[src/rtl/atax_pkg.sv]
// -----------------------------------------------------------------------------
// atax_pkg
// Shared definitions for the ATAX kernel (y = A^T * (A * x)).
//   - default matrix dimension and data width
//   - FSM state encoding, as typed localparam constants
//   - addr_w(): address width for a memory of a given depth (never below 1)
// -----------------------------------------------------------------------------
package atax_pkg;

  localparam int N_DEFAULT      = 8;
  localparam int DATA_W_DEFAULT = 32;

  localparam int STATE_W = 3;
  typedef logic [STATE_W-1:0] state_t;

  localparam state_t S_IDLE   = 3'd0;
  localparam state_t S_CLR    = 3'd1;
  localparam state_t S_DOT_RD = 3'd2;
  localparam state_t S_DOT_AC = 3'd3;
  localparam state_t S_UPD_RD = 3'd4;
  localparam state_t S_UPD_WR = 3'd5;
  localparam state_t S_DONE   = 3'd6;

  // A one-word memory still needs a one-bit address bus.
  function automatic int addr_w(input int depth);
    return (depth > 1) ? $clog2(depth) : 1;
  endfunction

endpackage

[src/rtl/atax_mac.sv]
// -----------------------------------------------------------------------------
// atax_mac
// Combinational signed multiply-add: y = a + b * c, kept to the low DATA_W
// bits so that both the product and the sum wrap (two's complement).
// Ports:
//   a, b, c : DATA_W-bit signed operands
//   y       : DATA_W-bit signed result
// -----------------------------------------------------------------------------
module atax_mac
  import atax_pkg::*;
#(
  parameter int DATA_W = DATA_W_DEFAULT
) (
  input  logic signed [DATA_W-1:0] a,
  input  logic signed [DATA_W-1:0] b,
  input  logic signed [DATA_W-1:0] c,
  output logic signed [DATA_W-1:0] y
);

  logic signed [DATA_W-1:0] prod;

  // The low DATA_W bits of a product are the same for signed and unsigned
  // operands, so a DATA_W-wide multiply gives exactly the wrapped result.
  assign prod = b * c;
  assign y    = a + prod;

endmodule

[src/rtl/kernel_atax.sv]
// -----------------------------------------------------------------------------
// kernel_atax
// Start/finish accelerator computing y = A^T * (A * x) over an N x N matrix of
// signed DATA_W-bit words held in external dual-port RAMs.
//
// Ports:
//   clk, reset            : single clock, synchronous active-high reset
//   start                 : level-sampled in IDLE, begins a run
//   finish                : one-cycle completion pulse
//   main_y_*              : y RAM (N words). Port a clears and reads,
//                           port b writes the updated words.
//   main_x_*              : x RAM (N words). Port a reads, port b unused.
//   main_A_a0_a0_*        : A RAM (N*N words, row-major). Port a reads,
//                           port b unused.
//   *_out_{a,b}           : RAM read data, valid one cycle after enable.
//   *_byteena_{a,b}       : always all-ones.
// -----------------------------------------------------------------------------
module kernel_atax
  import atax_pkg::*;
#(
  parameter int N      = N_DEFAULT,
  parameter int DATA_W = DATA_W_DEFAULT
) (
  input  logic                       clk,
  input  logic                       reset,
  input  logic                       start,
  output logic                       finish,

  output logic                       main_y_write_enable_a,
  output logic                       main_y_enable_a,
  output logic [addr_w(N)-1:0]       main_y_address_a,
  output logic [DATA_W-1:0]          main_y_in_a,
  output logic [DATA_W/8-1:0]        main_y_byteena_a,
  input  logic [DATA_W-1:0]          main_y_out_a,
  output logic                       main_y_write_enable_b,
  output logic                       main_y_enable_b,
  output logic [addr_w(N)-1:0]       main_y_address_b,
  output logic [DATA_W-1:0]          main_y_in_b,
  output logic [DATA_W/8-1:0]        main_y_byteena_b,
  input  logic [DATA_W-1:0]          main_y_out_b,

  output logic                       main_x_write_enable_a,
  output logic                       main_x_enable_a,
  output logic [addr_w(N)-1:0]       main_x_address_a,
  output logic [DATA_W-1:0]          main_x_in_a,
  output logic [DATA_W/8-1:0]        main_x_byteena_a,
  input  logic [DATA_W-1:0]          main_x_out_a,
  output logic                       main_x_write_enable_b,
  output logic                       main_x_enable_b,
  output logic [addr_w(N)-1:0]       main_x_address_b,
  output logic [DATA_W-1:0]          main_x_in_b,
  output logic [DATA_W/8-1:0]        main_x_byteena_b,
  input  logic [DATA_W-1:0]          main_x_out_b,

  output logic                       main_A_a0_a0_write_enable_a,
  output logic                       main_A_a0_a0_enable_a,
  output logic [addr_w(N*N)-1:0]     main_A_a0_a0_address_a,
  output logic [DATA_W-1:0]          main_A_a0_a0_in_a,
  output logic [DATA_W/8-1:0]        main_A_a0_a0_byteena_a,
  input  logic [DATA_W-1:0]          main_A_a0_a0_out_a,
  output logic                       main_A_a0_a0_write_enable_b,
  output logic                       main_A_a0_a0_enable_b,
  output logic [addr_w(N*N)-1:0]     main_A_a0_a0_address_b,
  output logic [DATA_W-1:0]          main_A_a0_a0_in_b,
  output logic [DATA_W/8-1:0]        main_A_a0_a0_byteena_b,
  input  logic [DATA_W-1:0]          main_A_a0_a0_out_b
);

  localparam int CW = addr_w(N);      // i / j counter and x / y address width
  localparam int AW = addr_w(N * N);  // A address width
  localparam int BW = DATA_W / 8;

  localparam logic [CW-1:0] LAST = CW'(N - 1);
  localparam logic [CW-1:0] ONE  = CW'(1);

  // ---------------------------------------------------------------------------
  // State
  // ---------------------------------------------------------------------------
  state_t             state_reg, state_next;
  logic [CW-1:0]      i_reg, i_next;
  logic [CW-1:0]      j_reg, j_next;      // also the clear index k in CLR
  logic [DATA_W-1:0]  tmp_reg, tmp_next;
  logic               finish_reg;

  logic [AW-1:0]      a_addr;
  logic [DATA_W-1:0]  mac_a, mac_b, mac_c, mac_y;

  // Port b read data is never requested; fold it into one ignored signal.
  logic unused_inputs;
  assign unused_inputs = ^{main_y_out_b, main_x_out_b, main_A_a0_a0_out_b};

  // ---------------------------------------------------------------------------
  // Shared multiply-add
  //   DOT_AC : tmp + A[i][j] * x[j]
  //   UPD_WR : y[j] + A[i][j] * tmp
  // ---------------------------------------------------------------------------
  assign mac_a = (state_reg == S_UPD_WR) ? main_y_out_a : tmp_reg;
  assign mac_b = main_A_a0_a0_out_a;
  assign mac_c = (state_reg == S_UPD_WR) ? tmp_reg : main_x_out_a;

  atax_mac #(
    .DATA_W (DATA_W)
  ) u_mac (
    .a (mac_a),
    .b (mac_b),
    .c (mac_c),
    .y (mac_y)
  );

  // Row-major address; written as multiply-add so non-power-of-two N works.
  assign a_addr = AW'(i_reg) * AW'(N) + AW'(j_reg);

  // ---------------------------------------------------------------------------
  // Next-state logic
  // ---------------------------------------------------------------------------
  always_comb begin
    state_next = state_reg;
    i_next     = i_reg;
    j_next     = j_reg;
    tmp_next   = tmp_reg;

    case (state_reg)
      S_IDLE: begin
        if (start) begin
          state_next = S_CLR;
          i_next     = '0;
          j_next     = '0;
        end
      end

      S_CLR: begin
        if (j_reg == LAST) begin
          j_next     = '0;
          tmp_next   = '0;
          state_next = S_DOT_RD;
        end else begin
          j_next = j_reg + ONE;
        end
      end

      S_DOT_RD: begin
        state_next = S_DOT_AC;
      end

      S_DOT_AC: begin
        tmp_next = mac_y;
        if (j_reg == LAST) begin
          j_next     = '0;
          state_next = S_UPD_RD;
        end else begin
          j_next     = j_reg + ONE;
          state_next = S_DOT_RD;
        end
      end

      S_UPD_RD: begin
        state_next = S_UPD_WR;
      end

      S_UPD_WR: begin
        if (j_reg == LAST) begin
          j_next = '0;
          if (i_reg == LAST) begin
            state_next = S_DONE;
          end else begin
            i_next     = i_reg + ONE;
            tmp_next   = '0;
            state_next = S_DOT_RD;
          end
        end else begin
          j_next     = j_reg + ONE;
          state_next = S_UPD_RD;
        end
      end

      S_DONE: begin
        state_next = S_IDLE;
      end

      default: begin
        state_next = S_IDLE;
      end
    endcase
  end

  // ---------------------------------------------------------------------------
  // Registers. finish is registered off DONE, so it rises the cycle after the
  // FSM leaves DONE and a held start relaunches from IDLE one edge later.
  // ---------------------------------------------------------------------------
  always_ff @(posedge clk) begin
    if (reset) begin
      state_reg  <= S_IDLE;
      i_reg      <= '0;
      j_reg      <= '0;
      tmp_reg    <= '0;
      finish_reg <= 1'b0;
    end else begin
      state_reg  <= state_next;
      i_reg      <= i_next;
      j_reg      <= j_next;
      tmp_reg    <= tmp_next;
      finish_reg <= (state_reg == S_DONE);
    end
  end

  assign finish = finish_reg;

  // ---------------------------------------------------------------------------
  // RAM port drive. Addresses and data are forced to zero whenever the port is
  // not enabled so idle ports present a quiet bus.
  // ---------------------------------------------------------------------------
  always_comb begin
    main_y_write_enable_a       = 1'b0;
    main_y_enable_a             = 1'b0;
    main_y_address_a            = '0;
    main_y_in_a                 = '0;   // CLR writes zeros
    main_y_write_enable_b       = 1'b0;
    main_y_enable_b             = 1'b0;
    main_y_address_b            = '0;
    main_y_in_b                 = '0;

    main_x_write_enable_a       = 1'b0;
    main_x_enable_a             = 1'b0;
    main_x_address_a            = '0;
    main_x_in_a                 = '0;
    main_x_write_enable_b       = 1'b0;
    main_x_enable_b             = 1'b0;
    main_x_address_b            = '0;
    main_x_in_b                 = '0;

    main_A_a0_a0_write_enable_a = 1'b0;
    main_A_a0_a0_enable_a       = 1'b0;
    main_A_a0_a0_address_a      = '0;
    main_A_a0_a0_in_a           = '0;
    main_A_a0_a0_write_enable_b = 1'b0;
    main_A_a0_a0_enable_b       = 1'b0;
    main_A_a0_a0_address_b      = '0;
    main_A_a0_a0_in_b           = '0;

    case (state_reg)
      S_CLR: begin
        main_y_write_enable_a = 1'b1;
        main_y_enable_a       = 1'b1;
        main_y_address_a      = j_reg;
      end

      S_DOT_RD: begin
        main_A_a0_a0_enable_a  = 1'b1;
        main_A_a0_a0_address_a = a_addr;
        main_x_enable_a        = 1'b1;
        main_x_address_a       = j_reg;
      end

      S_UPD_RD: begin
        main_A_a0_a0_enable_a  = 1'b1;
        main_A_a0_a0_address_a = a_addr;
        main_y_enable_a        = 1'b1;
        main_y_address_a       = j_reg;
      end

      S_UPD_WR: begin
        // Port a is idle here and the next read targets j+1, so the write
        // never collides with a read of the same word.
        main_y_write_enable_b = 1'b1;
        main_y_enable_b       = 1'b1;
        main_y_address_b      = j_reg;
        main_y_in_b           = mac_y;
      end

      default: begin
      end
    endcase
  end

  assign main_y_byteena_a       = {BW{1'b1}};
  assign main_y_byteena_b       = {BW{1'b1}};
  assign main_x_byteena_a       = {BW{1'b1}};
  assign main_x_byteena_b       = {BW{1'b1}};
  assign main_A_a0_a0_byteena_a = {BW{1'b1}};
  assign main_A_a0_a0_byteena_b = {BW{1'b1}};

endmodule

[config.mk]
export PLATFORM = sky130hd
export DESIGN_NAME = kernel_atax
export DESIGN_NICKNAME = d
export VERILOG_FILES = /design/src/rtl/atax_pkg.sv /design/src/rtl/atax_mac.sv /design/src/rtl/kernel_atax.sv
export SDC_FILE = /design/constraint.sdc
export NUM_CORES = 2
export LEC_CHECK = 0
export CAP_MARGIN = 10
export CORE_MARGIN = 2
export CORE_UTILIZATION = 45
export CTS_CLUSTER_SIZE = 10
export DETAILED_ROUTE_END_ITERATION = 7
export PLACE_DENSITY_LB_ADDON = 0.08
export SLEW_MARGIN = 15
export SYNTH_ARGS = -nofsm -noshare
export SYNTH_HDL_FRONTEND = slang
export SYNTH_SLANG_ARGS = --single-unit
export TNS_END_PERCENT = 20
[constraint.sdc]
create_clock -name clk -period 14.2 [get_ports clk]
set_input_delay 2.84 -clock clk [delete_from_list [all_inputs] [get_ports clk]]
set_output_delay 2.84 -clock clk [all_outputs]
set_load 0.1 [all_outputs]
# Word level (Yosys, flattened, before mapping)
# Index checks and enable logic that the tools add are counted.
[word_totals]
ff_bits = 42
out_inout_bits = 253
elab_cells = 61
[op_classes]
addsub = 4
n_mul = 1
n_eq_ne = 12
mux = 28
reduce_logical = 11
[op_table]
columns = ["operator", "count"]
rows = [
  ["32-bit 2-to-1 mux", 6],
  ["32-bit one-hot mux with 3 select lines", 1],
  ["3-bit 2-to-1 mux", 12],
  ["32-bit adder", 1],
  ["32-bit by 32-bit multiplier with 32-bit output", 1],
  ["3-bit one-hot mux with 6 select lines", 1],
  ["3-bit equality test (second input constant)", 5],
  ["3-bit one-hot mux with 2 select lines", 2],
  ["4-bit AND reduction", 2],
  ["3-bit by 1-bit adder with 3-bit output (second input constant)", 2],
  ["6-bit by 3-bit adder with 6-bit output", 1],
  ["3-bit by 2-bit equality test with 1-bit output (second input constant)", 2],
  ["6-bit 2-to-1 mux", 1],
  ["2-bit != test (second input constant)", 3],
  ["1-bit 2-to-1 mux", 5],
  ["2-bit AND reduction", 2],
  ["2-bit nonzero test", 2],
  ["2-bit OR reduction", 2],
  ["3-bit by 1-bit equality test with 1-bit output (second input constant)", 1],
  ["3-bit zero test", 1],
  ["3-bit nonzero test", 1],
  ["3-bit OR reduction", 1],
  ["2-bit by 1-bit != test with 1-bit output (second input constant)", 1],
]

# Logic depth before layout (Yosys ltp)
[logic_depth]
ltp_word = 5
depth_mapped = 33

# Cells and area by module
# Synthesis repeated with hierarchy kept, for this count alone.
[unflattened]
cells_unflattened = 2590
area_unflattened_um2 = 21485.6
[modules_own_cells]
columns = ["module", "instances", "cells_per_inst", "area_per_inst_um2", "seq_area_each_um2"]
rows = [
  ["atax_mac", 1, 1948, 17192.7, 0.0],
  ["kernel_atax", 1, 642, 4292.9, 840.8],
]

# Least setup slack after synthesis
# OpenSTA, ideal clock, no wires.
[synth_timing]
path_type = "input -> output"
startpoint = "in main_x_out_a[6]"
endpoint = "out main_y_in_b[20]"
arrival_ps = 10872
setup_slack_ps = 488
stages = 24
path_buffers = 1
path_cell_list = "mux2i_1 > clkbuf_1 > nor2b_1 > fa_1 > fa_1 > inv_1 > fa_1 > fa_1 > inv_1 > ha_1 > ha_1 > fa_1 > inv_1 > fa_1 > inv_1 > ha_1 > a21o_1 > a21oi_1 > nor3b_1 > a21boi_0 > o21ai_0 > a21boi_0 > o21a_1 > nor3_1"
[synth_via]
elab_chain_cells = 4
[synth_lines]
columns = ["element", "line_no", "source"]
rows = [
  ["start: declaration", "kernel_atax.sv:47", "input logic [DATA_W-1:0] main_x_out_a,"],
  ["32-bit 2-to-1 mux", "kernel_atax.sv:99", "assign mac_c = (state_reg == S_UPD_WR) ? tmp_reg : main_x_out_a;"],
  ["32-bit by 32-bit multiplier with 32-bit output", "atax_mac.sv:24", "assign prod = b * c;"],
  ["32-bit adder", "atax_mac.sv:25", "assign y = a + prod;"],
  ["32-bit 2-to-1 mux", "kernel_atax.sv:240", "case (state_reg)"],
  ["end: declaration", "kernel_atax.sv:38", "output logic [DATA_W-1:0] main_y_in_b,"],
]
# Every way passes these cells.

# Worst setup path after layout
[layout_timing]
startpoint = "in main_x_out_a[0]"
endpoint = "out main_y_in_b[29]"
# The elaborated chain is that of the path after synthesis.

==> flow_summary_export.csv <==
group,metric,value,unit
sta,rsz0062_at_grt,"false",
place,globalplace.congestion,0.873,
synth,synth.area.top_cells,"fa_1 41%, ha_1 9.1%, inv_1 8.8%",
floorplan,boundaryPins,448,
floorplan,die_w,222,um
place,place_inst,3167,
synth,synth.top_cells.by_count,"502 x inv_1, 438 x fa_1, 294 x and2_1",
finish,final_area,23200,um2
synth,synth_top_cell_by_area,"fa_1",
clock_network,clockBufferDepth,2,
clock_network,cts_sinks,42,
synth,synth.most_common_cell,"inv_1",
routing,vias_per_cell,4.91,
clock_network,tritoncts,"yes",
synth,ys_seq_elements,42,
sta,setup_viol,0,
finish,final_nets,3355,
setup_path,crit_type,"in -> out",
floorplan,die_area,49200,um2
global_routing,grt_max_degree,53,
setup_path,cp_slowest_cell,"fa_1",
floorplan,die-height,222,um
synth,async_flop_share,0,
run_status,status,"complete, but fails checks",
global_routing,grt_first_pass_wirelength,96900,um
routing,drtIter0Drc,862,
setup_path,reg2reg_depth,29,
setup_path,crit_fanout,17,
sta,skew,0.0102,ns
floorplan,row_count,79,
finish,drive_gt1_frac,0.0530,
synth,avgSynthCellArea,8.71,um2
global_routing,grt_pass1_vias,16100,
sta,slew_violations,0,
global_routing,grt_overflow,0,
synth,synth_seq_area_share,0.0394,
setup_path,end_kind,"primary output",
global_routing,antenna_found_initial,3,
routing,drc,16,
synth,ys_warn_count,0,
clock_network,cts-root-buf,"clkbuf_16",
clock_network,worstSkewPairLatency,0.30,ns
sta,finalCritPeriodShare,0.977,
floorplan,start_util,0.457,
run,max-cap-violations,0,
setup_path,cp_common_cell,"fa_1",
global_routing,grt_usage,0.261,
sta,worst_slew_pin_slew,1.02,ns
setup_path,arrival,11.04,ns
synth,synth_area,21300,um2
place,dp_hpwl,53700,um
place,dpl_cell_area,23100,um2
routing,wirelength,63100,um
synth,synth_top_area_share,0.411,
finish,largest_reg_flops,32,
clock_network,cts.reportedPaths.clkPinSlew,0.07,ns
synth,ys_types,58,
routing,ant_nets,0,
routing,firstDrtPassIters,7,
worst_hold_path,holdPathStages,2,
run_status,violations,"DRC",
routing,avgRoutedWirePerCell,19.9,um
sta,setup_tns,0,ns
place,port-buffer-count,152,
clock_network,cts_setup_buffers,0,
setup_path,cp-start-kind,"input port",
worst_hold_path,hold_class,"reg -> reg",
synth,synth-main-ff-cell,"dfxtp_1",
clock_network,h-tree-depth,2,
clock_network,cts_buffers,5,
synth,synth_edf_count,0,
finish,area_growth,8.92,%
floorplan,coreArea,46700,um2
sta,hold_violations,0,
finish,nFillCells,4561,
sta,slew-limit-headroom,0.316,
sta,min_period,13.88,ns
finish,stdcell_count,3178,
routing,num_vias,15600,
sta,max_freq,0.0721,GHz
setup_path,cpPeakStageDelay,0.56,ns
setup_path,critPathRequiredTime,11.36,ns
synth,synthCells,2449,
## worst paths after layout
path / startpoint / end / slack [ns]
max: main_x_out_a[0] / main_y_in_b[29] / 0.32
min: tmp_reg[21] / tmp_reg[21] / 0.51
max reg2reg: state_reg[2] / tmp_reg[31] / 4.49
min reg2reg: tmp_reg[21] / tmp_reg[21] / 0.51
## routing by layer
| layer | track usage | wire [um] | up-vias | share of wire |
|---|---|---|---|---|
| met5 | 0 | 11 | - | 0.00017 |
| met4 | 0.0527 | 1160 | 2 | 0.018 |
| met3 | 0.0497 | 4610 | 61 | 0.073 |
| met1 | 0.358 | 27000 | 7940 | 0.43 |
| met2 | 0.431 | 30400 | 577 | 0.48 |
| li1 | - | - | 7019 | - |
## cell families (layout without fill, tap and decap cells)
family | count (synthesis) | in the layout | synth area share
and+or+nand+nor | 742 | 742 | 0.178
adders and majority gates | 593 | 593 | 0.502
AOI/OAI and AO/OA | 119 | 119 | 0.0368
muxes | 56 | 56 | 0.0279
buffers and inverters | 814 | 736 | 0.179
other | 2 | 202 | 0.000352
xor gates and xnor gates | 81 | 81 | 0.0371
DFF | 42 | 42 | 0.0394
## cells in the final DEF (no fill, tap or decap), types with 34 or more instances in the layout
master             n
mux2i_1           34
ha_1             155
clkdlybuf4s50_1  130
inv_1            502
nor2b_1           37
nor2_1            84
and2_1           294
nand2_1          267
fa_1             438
conb_1           199
buf_4             83
a21oi_1           39
xnor2_1           55
dfxtp_1           42
## worst max-delay path: cells and delay by family
kind / cells / cell delay, ns
adders and majority gates: 9 / 4.00
AOI/OAI and AO/OA: 5 / 1.30
muxes: 1 / 0.40
and+or+nand+nor: 3 / 0.49
xor gates and xnor gates: 1 / 0.36
buffers and inverters: 10 / 1.62
## area by class of cell
cell class              instances  area [um2]  share of cell area
multi-input cells            1790       17400               0.750
well taps                     607         759              0.0327
inverters                     503        1890              0.0812
clock inverters                 3        43.8             0.00188
clock buffers                   5         125             0.00538
flip-flops and latches         42         841              0.0362
diodes                          3        7.51            0.000323
repair buffers                225        2150              0.0925
## through the flow
step / util / hold WS [ns] / setup slack, ns
after floorplan: - / 0.446 / 0.488
after global placement: 0.494 / 0.483 / 0.410
after detailed placement: 0.494 / 0.498 / 0.402
after CTS: 0.498 / 0.507 / 0.334
after global routing: 0.498 / 0.537 / 0.156
final: 0.498 / 0.508 / 0.322
## repair_timing
item | CTS | global route
hold buffers | 0 | 0
endpoints found under the setup margin | 0 | 3
gates resized for setup | 0 | 3
Power is left out: the tool's default activity adds up to more than one toggle a clock period on the data nets, which glitch-free logic cannot reach.
==> RTL edit: new RTL, same flow settings <==
Remove the register `finish_reg`: a continuous assignment takes its place, so the output `finish` follows one clock earlier.
--- a/src/rtl/kernel_atax.sv
+++ b/src/rtl/kernel_atax.sv
@@ -195,3 +195,2 @@
       tmp_reg    <= '0;
-      finish_reg <= 1'b0;
     end else begin
@@ -201,5 +200,6 @@
       tmp_reg    <= tmp_next;
-      finish_reg <= (state_reg == S_DONE);
     end
   end
+
+  assign finish_reg = (state_reg == S_DONE);
 
Behaviour: no difference found for any inputs over 10 cycles, from zero or initial values and one cycle with reset high; that may be too few to reach the edited logic, so the function may still have changed.
==> RTL edit against the unedited design <==
  * Utilization shrank 0.44 points
  * Area after synthesis down 0.99%
  * Highest routed layer is now met4
  * Hold slack improved by 0.019 ns
  * Worst setup slack gained 0.058 ns
  * Design area decreased by 1.3%
  * Sequential cell count down 1
  * Wire length decreased by 1.9%
Power is not shown: default switching activity piles up to over one toggle a cycle in this logic, so the estimate is an artifact.
==> RTL edit: results (changes against the unedited design) <==
Routing
  • Total Wirelength: 61.9 mm (-1.9%)
  • Starting DRT DRC Count: 913 (+5.9%)
  • Vias: 15500 (-0.82%)
  • Pre-antenna DRT Iters: 5 (-2)

Final layout
  • Fill cells: 4574 (+0.29%)
  • Area of the multi-input gates: 0.0172 mm^2 (-1.3%)
  • Max FFs per register: 32 (unchanged)
  • Nets@finish: 3327 (-0.83%)
  • Share of cells above drive strength 1: 5.31% (+0.019 points)

Critical path
  • Delay-heaviest family, CP: adder cells
  • Crit path arrival time: 10.98 ns (-0.06 ns)
  • Reg2reg path depth: 28 (-3.4%)
  • Worst reg2reg path startpoint: state_reg[0]
  • CP max stage cell: mux2_2
  • Slowest stage delay, CP: 0.60 ns (+0.04 ns)
  • FF-to-FF setup slack: 4.84 ns (+0.35 ns)
  • Reg2Reg Capture Point: tmp_reg[31]
  • Critical Path Fanout Max: 26 (+9)

STA
  • Final Skew: 0.0133 ns (+0.00306 ns)
  • Max-slew headroom: 20.3% (-11 points)
  • Worst hold slack: 0.527 ns (+0.0187 ns)

Clocking
  • Deepest clock path buffer count: 2 (unchanged)
  • H-tree depth: 2 (unchanged)
  • Root buf cell: clkbuf_16
  • Clk Latency, worst-skew pair: roughly 0.31 ns
  • Clock transition at path regs: 0.07 ns (about the same)
  • CTS Buf Count: 5 (unchanged)

Placement
  • Placer Congestion: 0.867 (-0.73%)
  • Detailed Place HPWL: 51.5 mm (-4.1%)
  • PortBufs: 152 (unchanged)
  • Placed instance area: 0.0228 mm^2 (-1.2%)

Run status
  • Status: finished, final reports clean

Hold path
  • Hold Crit Class: flop to flop
  • Hold Path Origin: tmp_reg[10]
  • Hold Path Stages: 2 (unchanged)
  • Worst Hold End: tmp_reg[10]

Synth
  • Async set-reset flop share out of synthesis: 0% (unchanged)
  • Largest cells by area after synthesis: fa_1 (42%), and2_1 (9.2%), ha_1 (9.2%), inv_1 (9.0%), buf_4 (7.1%)
  • Ys Warns: 0 (unchanged)
  • Post-synthesis sequential area ratio: 3.89% (-0.056 points)
  • Synth unique cells: 58 (unchanged)
  • Ys flop type: dfxtp_1
  • Post-synth top cells: inv_1 (508), fa_1 (438), and2_1 (310)

GRT
  • First-pass GRT wire length: 95.5 mm (-1.4%)
  • Vias in the first global route: 16300 (+1.0%)
  • Initial antenna violation count: 3 (unchanged)
  • Gr usage total: 26.5% (+0.44 points)
  • Largest net degree at the start of global routing: 43 (-19%)
-- RTL edit: cell types whose count changed after synthesis, moves of 7 or more --
cell	change
and2_1	+16
nor2b_1	-21
xnor2_1	+9
nor2_1	+12
nand2_1	-18
nand3b_1	-7
-- RTL edit: repair_timing --
item	4_1_cts	5_1_grt
setup buffers	0	0
hold endpoints to repair	0	0
endpoints found under the setup margin	0	1
resized for setup	0	1
-- RTL edit: worst max path at each step --
stage,from,to
after global routing,main_x_out_a[2],main_y_in_b[31]
after detailed placement,main_x_out_a[4],main_y_in_b[31]
after floorplan,main_x_out_a[3],main_y_in_b[29]
final,main_x_out_a[2],main_y_in_b[31]
after global placement,main_x_out_a[4],main_y_in_b[31]
after CTS,main_x_out_a[4],main_y_in_b[31]
-- RTL edit: per-stage QoR --
stage | std cells | worst slack [ns]
2_1_floorplan | 2622 | 0.136
3_3_place_gp | 3139 | 0.333
3_5_place_dp | 3139 | 0.298
4_1_cts | 3147 | 0.257
5_1_grt | 3147 | 0.0419
6_report | 3150 | 0.380
-- RTL edit: cell type report --
type | count | area share, %
Timing Repair Buffer | 219 | 9.11
Clock buffer | 5 | 0.545
Tap cell | 607 | 3.31
Antenna cell | 3 | 0.0327
Clock inverter | 3 | 0.109
Sequential cell | 41 | 3.58
Inverter | 508 | 8.31
Multi-Input combinational cell | 1764 | 75.0
-- RTL edit: kinds of logic after synthesis --
family | share of synthesized area (%)
buffers and inverters | 18.2
adders and majority gates | 50.7
AOI/OAI and AO/OA | 3.49
other | 0.0355
and+or+nand+nor | 17.0
muxes | 3.06
xor gates and xnor gates | 3.70
DFF | 3.89
-- RTL edit: routing by layer --
layer	vias to the layer above	share of wire (%)	GRT usage, %
met5	-	0	0
met4	0	2.2	5.47
met3	59	6.7	4.16
met2	518	48	44.3
met1	7966	43	36.4
li1	6928	-	-
